--- src/rtl/pong_pkg.sv ---
// Shared Pong definitions: FSM state encoding and default gameplay constants,
// used by the game controller and the graphics path.
package pong_pkg;

    typedef enum logic [2:0] {
        IDLE  = 3'd0,
        SERVE = 3'd1,
        PLAY  = 3'd2,
        MISS  = 3'd3,
        OVER  = 3'd4
    } pong_state_t;

    localparam int BALL_VEL0_DEF    = 5;
    localparam int VEL_STEP_DEF     = 2;
    localparam int VEL_MAX_DEF      = 15;
    localparam int BAR_S0_DEF       = 200;
    localparam int BAR_DEC_DEF      = 50;
    localparam int BAR_MIN_DEF      = 50;
    localparam int HITS_PER_LVL_DEF = 2;
    localparam int LIVES0_DEF       = 3;
    localparam int SERVE_FRAMES_DEF = 60;
    localparam int MISS_FRAMES_DEF  = 90;

    localparam int FRAME_CNT_W = 8;

endpackage

--- src/rtl/pong_game_ctrl_if.sv ---
// Raster position, gameplay events and game status between the Pong
// controller and its surroundings.
interface pong_game_ctrl_if;

    logic        GameOn;
    logic        GameStartdb;
    logic [16:0] HCount;
    logic [16:0] VCount;
    logic        paddle_hit;
    logic        ball_miss;

    logic        frame_tick;
    logic        play_en;
    logic        ball_rst;
    logic [3:0]  ball_vel;
    logic [9:0]  bar_size;
    logic [7:0]  score;
    logic [1:0]  lives;
    logic [3:0]  level;
    logic [2:0]  state;

    modport slave (
        input  GameOn, GameStartdb, HCount, VCount, paddle_hit, ball_miss,
        output frame_tick, play_en, ball_rst, ball_vel, bar_size,
               score, lives, level, state
    );

    modport master (
        output GameOn, GameStartdb, HCount, VCount, paddle_hit, ball_miss,
        input  frame_tick, play_en, ball_rst, ball_vel, bar_size,
               score, lives, level, state
    );

endinterface

--- src/rtl/pong_frame_timer.sv ---
// Frame pulse from the raster origin plus a frame counter whose done flag
// fires on the target-th tick since the last clear.
module pong_frame_timer
    import pong_pkg::*;
(
    input  logic                   CLK_65MHz,
    input  logic                   Clear,
    input  logic [16:0]            HCount,
    input  logic [16:0]            VCount,
    input  logic                   clr,
    input  logic [FRAME_CNT_W-1:0] target,
    output logic                   frame_tick,
    output logic                   done
);

    logic                   frame_tick_reg;
    logic [FRAME_CNT_W-1:0] frame_cnt_reg;

    always_ff @(posedge CLK_65MHz) begin
        if (!Clear) begin
            frame_tick_reg <= 1'b0;
            frame_cnt_reg  <= '0;
        end else begin
            frame_tick_reg <= (HCount == 17'd0) && (VCount == 17'd0);
            // Clear wins over a coincident tick so a new state starts at zero.
            if (clr)
                frame_cnt_reg <= '0;
            else if (frame_tick_reg)
                frame_cnt_reg <= frame_cnt_reg + 1'b1;
        end
    end

    assign frame_tick = frame_tick_reg;
    assign done       = frame_tick_reg && (frame_cnt_reg == target - 1'b1);

endmodule

--- src/rtl/pong_game_ctrl.sv ---
// Pong game controller: serve/play/miss/over sequencing, lives, score and
// level-driven ball speed and paddle size.
module pong_game_ctrl
    import pong_pkg::*;
#(
    parameter int BALL_VEL0    = BALL_VEL0_DEF,
    parameter int VEL_STEP     = VEL_STEP_DEF,
    parameter int VEL_MAX      = VEL_MAX_DEF,
    parameter int BAR_S0       = BAR_S0_DEF,
    parameter int BAR_DEC      = BAR_DEC_DEF,
    parameter int BAR_MIN      = BAR_MIN_DEF,
    parameter int HITS_PER_LVL = HITS_PER_LVL_DEF,
    parameter int LIVES0       = LIVES0_DEF,
    parameter int SERVE_FRAMES = SERVE_FRAMES_DEF,
    parameter int MISS_FRAMES  = MISS_FRAMES_DEF
) (
    input  logic              CLK_65MHz,
    input  logic              Clear,
    pong_game_ctrl_if.slave   bus
);

    localparam logic [3:0]  VEL0_C    = 4'(BALL_VEL0);
    localparam logic [10:0] VSTEP_C   = 11'(VEL_STEP);
    localparam logic [10:0] VMAX_C    = 11'(VEL_MAX);
    localparam logic [9:0]  BAR0_C    = 10'(BAR_S0);
    localparam logic [10:0] BDEC_C    = 11'(BAR_DEC);
    localparam logic [10:0] BMIN_C    = 11'(BAR_MIN);
    localparam logic [3:0]  HPL_C     = 4'(HITS_PER_LVL);
    localparam logic [1:0]  LIVES0_C  = 2'(LIVES0);

    pong_state_t state_reg, state_next;
    logic [3:0]  ball_vel_reg, ball_vel_next;
    logic [9:0]  bar_size_reg, bar_size_next;
    logic [7:0]  score_reg,    score_next;
    logic [1:0]  lives_reg,    lives_next;
    logic [3:0]  level_reg,    level_next;
    logic [3:0]  hit_cnt_reg,  hit_cnt_next;
    logic        play_en_reg,  ball_rst_reg;

    logic                   timer_done;
    logic                   frame_tick;
    logic [FRAME_CNT_W-1:0] timer_target;
    logic [10:0]            vel_sum;

    assign timer_target = (state_reg == MISS) ? FRAME_CNT_W'(MISS_FRAMES)
                                              : FRAME_CNT_W'(SERVE_FRAMES);

    pong_frame_timer u_timer (
        .CLK_65MHz (CLK_65MHz),
        .Clear     (Clear),
        .HCount    (bus.HCount),
        .VCount    (bus.VCount),
        .clr       (state_next != state_reg),
        .target    (timer_target),
        .frame_tick(frame_tick),
        .done      (timer_done)
    );

    assign vel_sum = 11'(ball_vel_reg) + VSTEP_C;

    always_comb begin
        state_next    = state_reg;
        ball_vel_next = ball_vel_reg;
        bar_size_next = bar_size_reg;
        score_next    = score_reg;
        lives_next    = lives_reg;
        level_next    = level_reg;
        hit_cnt_next  = hit_cnt_reg;

        if (!bus.GameOn) begin
            state_next = IDLE;
        end else begin
            case (state_reg)
                IDLE, OVER: begin
                    if (bus.GameStartdb) begin
                        state_next    = SERVE;
                        lives_next    = LIVES0_C;
                        score_next    = '0;
                        level_next    = '0;
                        hit_cnt_next  = '0;
                        ball_vel_next = VEL0_C;
                        bar_size_next = BAR0_C;
                    end
                end
                SERVE: if (timer_done) state_next = PLAY;
                MISS:  if (timer_done) state_next = SERVE;
                PLAY: begin
                    // A miss in the same cycle as a hit discards the hit.
                    if (bus.ball_miss) begin
                        lives_next = lives_reg - 2'd1;
                        state_next = (lives_reg == 2'd1) ? OVER : MISS;
                    end else if (bus.paddle_hit) begin
                        if (score_reg != 8'hFF) score_next = score_reg + 8'd1;
                        hit_cnt_next = hit_cnt_reg + 4'd1;
                        if (hit_cnt_reg + 4'd1 == HPL_C) begin
                            hit_cnt_next  = '0;
                            if (level_reg != 4'hF) level_next = level_reg + 4'd1;
                            ball_vel_next = (vel_sum > VMAX_C) ? VMAX_C[3:0] : vel_sum[3:0];
                            bar_size_next = (11'(bar_size_reg) < BMIN_C + BDEC_C)
                                          ? BMIN_C[9:0]
                                          : bar_size_reg - BDEC_C[9:0];
                        end
                    end
                end
                default: state_next = IDLE;
            endcase
        end
    end

    always_ff @(posedge CLK_65MHz) begin
        if (!Clear) begin
            state_reg    <= IDLE;
            ball_vel_reg <= VEL0_C;
            bar_size_reg <= BAR0_C;
            score_reg    <= '0;
            lives_reg    <= LIVES0_C;
            level_reg    <= '0;
            hit_cnt_reg  <= '0;
            play_en_reg  <= 1'b0;
            ball_rst_reg <= 1'b1;
        end else begin
            state_reg    <= state_next;
            ball_vel_reg <= ball_vel_next;
            bar_size_reg <= bar_size_next;
            score_reg    <= score_next;
            lives_reg    <= lives_next;
            level_reg    <= level_next;
            hit_cnt_reg  <= hit_cnt_next;
            play_en_reg  <= (state_next == PLAY);
            ball_rst_reg <= (state_next != PLAY);
        end
    end

    assign bus.frame_tick = frame_tick;
    assign bus.play_en    = play_en_reg;
    assign bus.ball_rst   = ball_rst_reg;
    assign bus.ball_vel   = ball_vel_reg;
    assign bus.bar_size   = bar_size_reg;
    assign bus.score      = score_reg;
    assign bus.lives      = lives_reg;
    assign bus.level      = level_reg;
    assign bus.state      = state_reg;

endmodule

--- src/flat_wrapper.sv ---
// flat-port wrapper written by rule: the top's interface ports become plain ports
module pong_game_ctrl_flat import pong_pkg::*;
#(
    parameter int BALL_VEL0    = BALL_VEL0_DEF,
    parameter int VEL_STEP     = VEL_STEP_DEF,
    parameter int VEL_MAX      = VEL_MAX_DEF,
    parameter int BAR_S0       = BAR_S0_DEF,
    parameter int BAR_DEC      = BAR_DEC_DEF,
    parameter int BAR_MIN      = BAR_MIN_DEF,
    parameter int HITS_PER_LVL = HITS_PER_LVL_DEF,
    parameter int LIVES0       = LIVES0_DEF,
    parameter int SERVE_FRAMES = SERVE_FRAMES_DEF,
    parameter int MISS_FRAMES  = MISS_FRAMES_DEF
)
  (CLK_65MHz, Clear, bus_GameOn, bus_GameStartdb, bus_HCount, bus_VCount, bus_paddle_hit, bus_ball_miss, bus_frame_tick, bus_play_en, bus_ball_rst, bus_ball_vel, bus_bar_size, bus_score, bus_lives, bus_level, bus_state);
  pong_game_ctrl_if bus_i ();
  input  logic CLK_65MHz;
  input  logic Clear;
  input wire logic [$bits(bus_i.GameOn)-1:0] bus_GameOn;
  input wire logic [$bits(bus_i.GameStartdb)-1:0] bus_GameStartdb;
  input wire logic [$bits(bus_i.HCount)-1:0] bus_HCount;
  input wire logic [$bits(bus_i.VCount)-1:0] bus_VCount;
  input wire logic [$bits(bus_i.paddle_hit)-1:0] bus_paddle_hit;
  input wire logic [$bits(bus_i.ball_miss)-1:0] bus_ball_miss;
  output wire logic [$bits(bus_i.frame_tick)-1:0] bus_frame_tick;
  output wire logic [$bits(bus_i.play_en)-1:0] bus_play_en;
  output wire logic [$bits(bus_i.ball_rst)-1:0] bus_ball_rst;
  output wire logic [$bits(bus_i.ball_vel)-1:0] bus_ball_vel;
  output wire logic [$bits(bus_i.bar_size)-1:0] bus_bar_size;
  output wire logic [$bits(bus_i.score)-1:0] bus_score;
  output wire logic [$bits(bus_i.lives)-1:0] bus_lives;
  output wire logic [$bits(bus_i.level)-1:0] bus_level;
  output wire logic [$bits(bus_i.state)-1:0] bus_state;
  assign bus_i.GameOn = bus_GameOn;
  assign bus_i.GameStartdb = bus_GameStartdb;
  assign bus_i.HCount = bus_HCount;
  assign bus_i.VCount = bus_VCount;
  assign bus_i.paddle_hit = bus_paddle_hit;
  assign bus_i.ball_miss = bus_ball_miss;
  assign bus_frame_tick = bus_i.frame_tick;
  assign bus_play_en = bus_i.play_en;
  assign bus_ball_rst = bus_i.ball_rst;
  assign bus_ball_vel = bus_i.ball_vel;
  assign bus_bar_size = bus_i.bar_size;
  assign bus_score = bus_i.score;
  assign bus_lives = bus_i.lives;
  assign bus_level = bus_i.level;
  assign bus_state = bus_i.state;
  pong_game_ctrl #(.BALL_VEL0(BALL_VEL0), .VEL_STEP(VEL_STEP), .VEL_MAX(VEL_MAX), .BAR_S0(BAR_S0), .BAR_DEC(BAR_DEC), .BAR_MIN(BAR_MIN), .HITS_PER_LVL(HITS_PER_LVL), .LIVES0(LIVES0), .SERVE_FRAMES(SERVE_FRAMES), .MISS_FRAMES(MISS_FRAMES)) u_core (.CLK_65MHz(CLK_65MHz), .Clear(Clear), .bus(bus_i));
endmodule
--- config.mk ---
export PLATFORM = sky130hd
export DESIGN_NAME = pong_game_ctrl_flat
export DESIGN_NICKNAME = d
export VERILOG_FILES = /design/src/rtl/pong_pkg.sv /design/src/rtl/pong_game_ctrl_if.sv /design/src/rtl/pong_frame_timer.sv /design/src/rtl/pong_game_ctrl.sv /design/src/flat_wrapper.sv
export SDC_FILE = /design/constraint.sdc
export NUM_CORES = 1
export LEC_CHECK = 0
export BUFFER_PORTS_ARGS = -buffer_cell sky130_fd_sc_hd__buf_2
export CORE_MARGIN = 10
export CORE_UTILIZATION = 45
export DETAILED_ROUTE_END_ITERATION = 10
export GPL_TIMING_DRIVEN = 0
export PLACE_DENSITY_LB_ADDON = 0.12
export SKIP_LAST_GASP = 1
export SLEW_MARGIN = 30
export SYNTH_ARGS = -nofsm -noshare
export SYNTH_HDL_FRONTEND = slang
export SYNTH_SLANG_ARGS = --single-unit
--- constraint.sdc ---
create_clock -name CLK_65MHz -period 2.5 [get_ports CLK_65MHz]
set_input_delay 0.125 -clock CLK_65MHz [delete_from_list [all_inputs] [get_ports CLK_65MHz]]
set_output_delay 0.125 -clock CLK_65MHz [all_outputs]
set_load 0.1 [all_outputs]
==> flow_summary.yaml, run 1 <==
run_status:
  outcome: "finished, final reports clean"
drt:
  dr.pass1.iters: 4
  routed_wl_microns: 6750
  dr.first_iter.drc_count: 145
  ant_nets: 0
  post_drt_via_cell_ratio: 5.62
  via_count: 2562
  drcViolationCount: 0
  wl_per_cell_microns: 14.8
synthesis:
  synth_common_cells: "dfxtp_1, nor2_1, nand2_1, a21oi_1, nand3_1"
  synthDominantCellAreaShare_pct: 35.2
  synth.largest_area_cell: "dfxtp_1"
  synth_most_common_cell: "dfxtp_1"
  synth_edf_count: 0
  synth.distinct_cells: 60
  synthCells: 306
  synth_warnings: 0
  syn_area_sq_mm: 0.00256
  synth-async-reset-ratio_pct: 0
  syn-num-nets: 355
  syn_avg_cell_area_sq_um: 8.37
  synth_seq_area_share_pct: 35.2
  synth_area_leaders: "dfxtp_1, nor2_1, ha_1, nand2_1, a21oi_1"
  ys_seq_elements: 45
  ys.flop_type: "dfxtp_1"
sta:
  tightest_slew_ns: 0.736
  maxSlewHeadroom_pct: 50.3
  final.setup.tns_ns: 0
  slew_viol_final: 0
  fmax_ghz: 0.486
  final.min_clock_period_ns: 2.06
  hold_viol: 0
  period_share_pct: 82.3
  rsz0062_at_grt: "false"
  setup_viol_count_final: 0
  clock_skew_ns: 0.0129
cts:
  cts_hold_buf: 0
  cts_made_buffers: 5
  clock_sinks: 45
  post_cts_buffers: 0
  clk_pin_slew_ns: 0.08
  htree_levels: 2
  insertion_delay_ns: 0.30
  clockBufferDepth: 2
  cts-resized-gates: 0
  cts-root-buf: "clkbuf_8"
  cts_tree: "built"
critical_path:
  worstPathRequired_ns: 2.69
  worstSetupStartpointType: "register"
  crit_path_max_fanout: 7
  r2r_end: "u_core.bus.bar_size[3]$_SDFFE_PN1P_"
  critPathCapture: "u_core.bus.bar_size[3]$_SDFFE_PN1P_"
  critPathLaunch: "u_core.hit_cnt_reg[0]$_SDFFE_PN0P_"
  worstSetupPathType: "register to register"
  cp.arrival_ns: 2.25
  rr_worst_depth: 6
  crit_path_end_kind: "register"
  r2r-start: "u_core.hit_cnt_reg[0]$_SDFFE_PN0P_"
  r2r_setup_slack_ns: 0.44
floorplanning:
  start_util_pct: 46.5
  die_w_microns: 95.4
  core_area_sq_mm: 0.00551
  fp-row-count: 27
  ios: 74
  die_h_microns: 95.4
  dieArea_sq_mm: 0.00911
layout:
  largest_register_ffs: 9
  n_antenna_cell: 0
  num-nets-final: 433
  post-route-util_pct: 56.2
  syn2layout_area_growth_pct: 20.9
  drive_gt1_share_pct: 25.5
  fillers: 539
hold_path:
  holdCritPathClass: "input pin to register"
global_route:
  grt_max_degree: 14
  grt.total_usage_pct: 15.5
  overflow: 0
  grt_pass1_vias: 2554
  grt_pass1_wl_microns: 11700
  antenna_found_initial: 0
flow_run:
  maxCapViolCount: 0
power:
  cellLeakagePower_uw: 0.00127
  peakVddDrop_mv: 0.225
  powerDensity_mw_per_mm2: 438
placed_design:
  hpwl_microns: 5350
  gp_congestion: 0.799
  portBuffers: 71
[layer usage]
layer | wire length, microns | global-route usage (%)
met3 | 604 | 6.36
met4 | 92 | 5.16
met5 | 0 | 0
met1 | 3060 | 19.4
met2 | 2990 | 23.8
[per-stage QoR]
stage / total power (uW) / instances / hold WS, ns / cell area [sq um] / setup WS (ns)
after floorplan: 854 / 306 / 0.274 / 2560 / 0.124
after global placement: 912 / 449 / 0.370 / 3010 / 0.471
after detailed placement: 915 / 449 / 0.370 / 3010 / 0.453
after CTS: 1370 / 456 / 0.0462 / 3100 / 0.441
after global routing: 1410 / 456 / 0.0693 / 3100 / 0.248
final: 1360 / 456 / 0.0538 / 3100 / 0.442
[cells in the final DEF (no fill, tap or decap), types with 3 or more instances in the layout]
master,n
xnor2_1,5
a21o_1,3
o21ai_0,8
mux2i_1,4
o211ai_1,4
nor4_1,9
nor3_1,7
nor2_1,34
xor2_1,8
clkbuf_1,4
and3_1,4
nand3b_1,7
a21oi_1,18
buf_2,76
a211oi_1,4
and4_1,3
nand2_1,28
nand4_1,9
clkbuf_8,6
buf_4,4
or3_1,4
nand3_1,10
and2_1,3
ha_1,9
o311ai_0,3
o31ai_1,3
nand2b_1,7
inv_1,9
o2111ai_1,4
a31oi_1,4
a211o_1,3
dfxtp_1,45
[cell families after synthesis]
| kind of cell | Yosys count | share of synthesized area (%) |
|---|---|---|
| other | 1 | 0.146 |
| AO/OA/AOI/OAI | 76 | 22.4 |
| buffers and inverters | 22 | 4.05 |
| multiplexers | 4 | 1.56 |
| AND/OR/NAND/NOR | 136 | 27.8 |
| XOR/XNOR | 13 | 4.45 |
| adder cells (fa/ha/maj) | 9 | 4.40 |
| flip-flops | 45 | 35.2 |
[how the worst min path moves through the flow]
stage	start	slack (ns)	cells after the start	end
final	bus_HCount[15]	0.05	4	u_core.u_timer.frame_tick$_SDFF_PN0_
after global routing	bus_HCount[15]	0.07	4	u_core.u_timer.frame_tick$_SDFF_PN0_
after CTS	bus_HCount[15]	0.05	4	u_core.u_timer.frame_tick$_SDFF_PN0_
after detailed placement	bus_HCount[15]	0.37	4	u_core.u_timer.frame_tick$_SDFF_PN0_
after global placement	bus_HCount[15]	0.37	4	u_core.u_timer.frame_tick$_SDFF_PN0_
after floorplan	bus_GameOn	0.27	2	u_core.bus.state[2]$_SDFF_PN0_
[cell type report]
class / count / area [sq um] / area share [%]
multi-input combinational: 239 / 1560 / 50.3
sequential: 45 / 901 / 29.1
timing repair buffer: 71 / 355 / 11.5
tap: 72 / 90.1 / 2.91
clock buffer: 6 / 82.6 / 2.67
buffer: 13 / 70.1 / 2.26
inverter: 9 / 33.8 / 1.09
clock inverter: 1 / 7.51 / 0.242
[report_power, final]
part	total (uW)	internal, uW	switching (uW)	leakage (uW)
registers	728	721	7.24	0.000363
clock network	460	219	241	0.0000433
logic	169	54.4	115	0.000867
total	1360	994	363	0.00127
[worst max-delay path: stages (launching register included)]
cell and delay, ns:
dfxtp_1 0.45, ha_1 0.30, and3_1 0.18, nand4_1 0.25
a31oi_4 0.34, a21oi_1 0.10, a311o_1 0.33
(Power assumes the default switching activity.)
==> run 2: changes to the inputs <==
Clock period 2.5 ns to 2.1 ns, I/O delays scaled along.
==> run 2 against run 1 <==
Sequential power is 19% higher. Total power is 18% higher. Maximum frequency is 3.4% higher. Final area is 2.0% higher. Via count is 0.35% lower. Critical path depth is 1 higher. Sequential cell count stayed put. Cell count is 0.88% higher. Non-clock buffer count is 3 higher. Clock-buffer cell count stayed put. Die area stayed put. Critical path type unchanged. Highest routed layer unchanged.
==> flow_summary.yaml, run 2 (same netlist as run 1, synthesis figures left out) <==
critical_path:
  cp.arrival_ns: 2.16
  rr_worst_depth: 7
  crit_path_max_fanout: 6
  critPathLaunch: "u_core.hit_cnt_reg[1]$_SDFFE_PN0P_"
  worstSetupPathType: "register to register"
  crit_path_end_kind: "register"
  worstPathRequired_ns: 2.27
  worstSetupStartpointType: "register"
  r2r-start: "u_core.hit_cnt_reg[1]$_SDFFE_PN0P_"
drt:
  via_count: 2553
  ant_nets: 0
  routed_wl_microns: 7070
  wl_per_cell_microns: 15.4
  drcViolationCount: 0
  dr.first_iter.drc_count: 179
  dr.pass1.iters: 4
  post_drt_via_cell_ratio: 5.55
floorplanning:
  fp-row-count: 27
  dieArea_sq_mm: 0.00911
  start_util_pct: 46.5
  core_area_sq_mm: 0.00551
  die_h_microns: 95.4
  die_w_microns: 95.4
  ios: 74
layout:
  finalInstanceArea_sq_mm: 0.00316
  num-nets-final: 436
  layout_common_cells: "buf_2, nor2_1, nand2_1, dfxtp_1, a21oi_1"
  n_antenna_cell: 0
  final_common_cell: "buf_2"
  drive_gt1_share_pct: 31.4
  largest_register_ffs: 9
  syn2layout_area_growth_pct: 23.4
cts:
  htree_levels: 2
  clk_pin_slew_ns: 0.09
  cts_hold_buf: 0
  cts_tree: "built"
  clock_sinks: 45
  clockBufferDepth: 2
  insertion_delay_ns: 0.30
  cts_made_buffers: 5
  cts-root-buf: "clkbuf_8"
sta:
  hold_viol: 0
  setup_ws_ns: 0.109
  fmax_ghz: 0.502
  slew_viol_final: 0
  maxSlewHeadroom_pct: 52.5
  tightest_slew_ns: 0.704
  setup_viol_count_final: 0
  clock_skew_ns: 0.00847
  final.min_clock_period_ns: 1.99
  period_share_pct: 94.8
placed_design:
  place_area_sq_mm: 0.00303
  portBuffers: 71
  gp_congestion: 0.859
  hpwl_microns: 5470
  preCtsSetupSlack_ns: 0.0508
power:
  cellLeakagePower_uw: 0.00129
  peakVddDrop_mv: 0.313
  powerDensity_mw_per_mm2: 509
global_route:
  grtUsageMet3_pct: 4.01
  grt_util_met2_pct: 27.0
  overflow: 0
  met1_usage_pct: 19.3
  grt.total_usage_pct: 15.9
  grt_max_degree: 15
  grt_pass1_wl_microns: 11900
  grt_pass1_vias: 2484
  antenna_found_initial: 0
  grt-busiest-layer: "met2"
run_status:
  outcome: "finished, final reports clean"
hold_path:
  hold_start: "bus_HCount[15]"
  holdCritPathClass: "input pin to register"
  worstHoldPathCells: 4
flow_run:
  maxCapViolCount: 0
==> run 2: cell types whose count changed in the layout (fill, tap and decap cells not counted), sizes merged <==
cell,before,now
clkinvlp,1,2
buf,80,83
==> run 2: repair_timing <==
item	4_1_cts	5_1_grt
buffers inserted	0	3
gates resized for setup	0	5
setup endpoints to repair	0	14
==> run 2: routing by layer <==
metal	routed length (microns)	share of wire (%)
met5	0	0
met4	131	1.9
met2	3490	49
met1	3080	44
met3	368	5.2
==> run 2: report_power, final <==
group          switching, uW  internal [uW]  total, uW
combinational            139           68.5        207
clock                    299            235        533
sequential              8.15            858        867
==> run 2: final timing paths <==
path | endpoint | slack [ns]
setup / recovery | u_core.bus.ball_vel[2]$_SDFFE_PN1P_ | 0.11
hold / removal | u_core.u_timer.frame_tick$_SDFF_PN0_ | 0.03
setup reg to reg | u_core.bus.ball_vel[2]$_SDFFE_PN1P_ | 0.11
hold reg to reg | u_core.bus.bar_size[9]$_SDFFE_PN0P_ | 0.46
==> run 2: worst max-delay path, stage by stage, from the launching register on <==
cell,delay [ns]
dfxtp_1,0.41
ha_2,0.27
and3_1,0.19
nand4_1,0.26
a31oi_4,0.32
buf_4,0.16
and4_1,0.19
o21ai_1,0.05
==> run 2: layout make-up <==
class	count	area, sq um
plain buffers	13	70.1
clock buffers	6	72.6
clock inverters	2	15.0
fillers	527	2350
inverters	9	33.8
multi-input cells	239	1580
flip-flops and latches	45	922
well taps	72	90.1
repair buffers	74	378
==> run 2: stage by stage <==
stage | power, uW | util [%] | setup TNS (ns) | std cells | hold WS, ns
6_report | 1610 | 57.4 | 0 | 460 | 0.0349
2_1_floorplan | 1020 | - | 0 | 306 | 0.246
3_5_place_dp | 1090 | 55.0 | 0 | 449 | 0.349
3_3_place_gp | 1090 | 55.0 | 0 | 449 | 0.358
4_1_cts | 1620 | 56.6 | 0 | 457 | 0.0251
5_1_grt | 1680 | 57.4 | -0.0670 | 460 | 0.0262
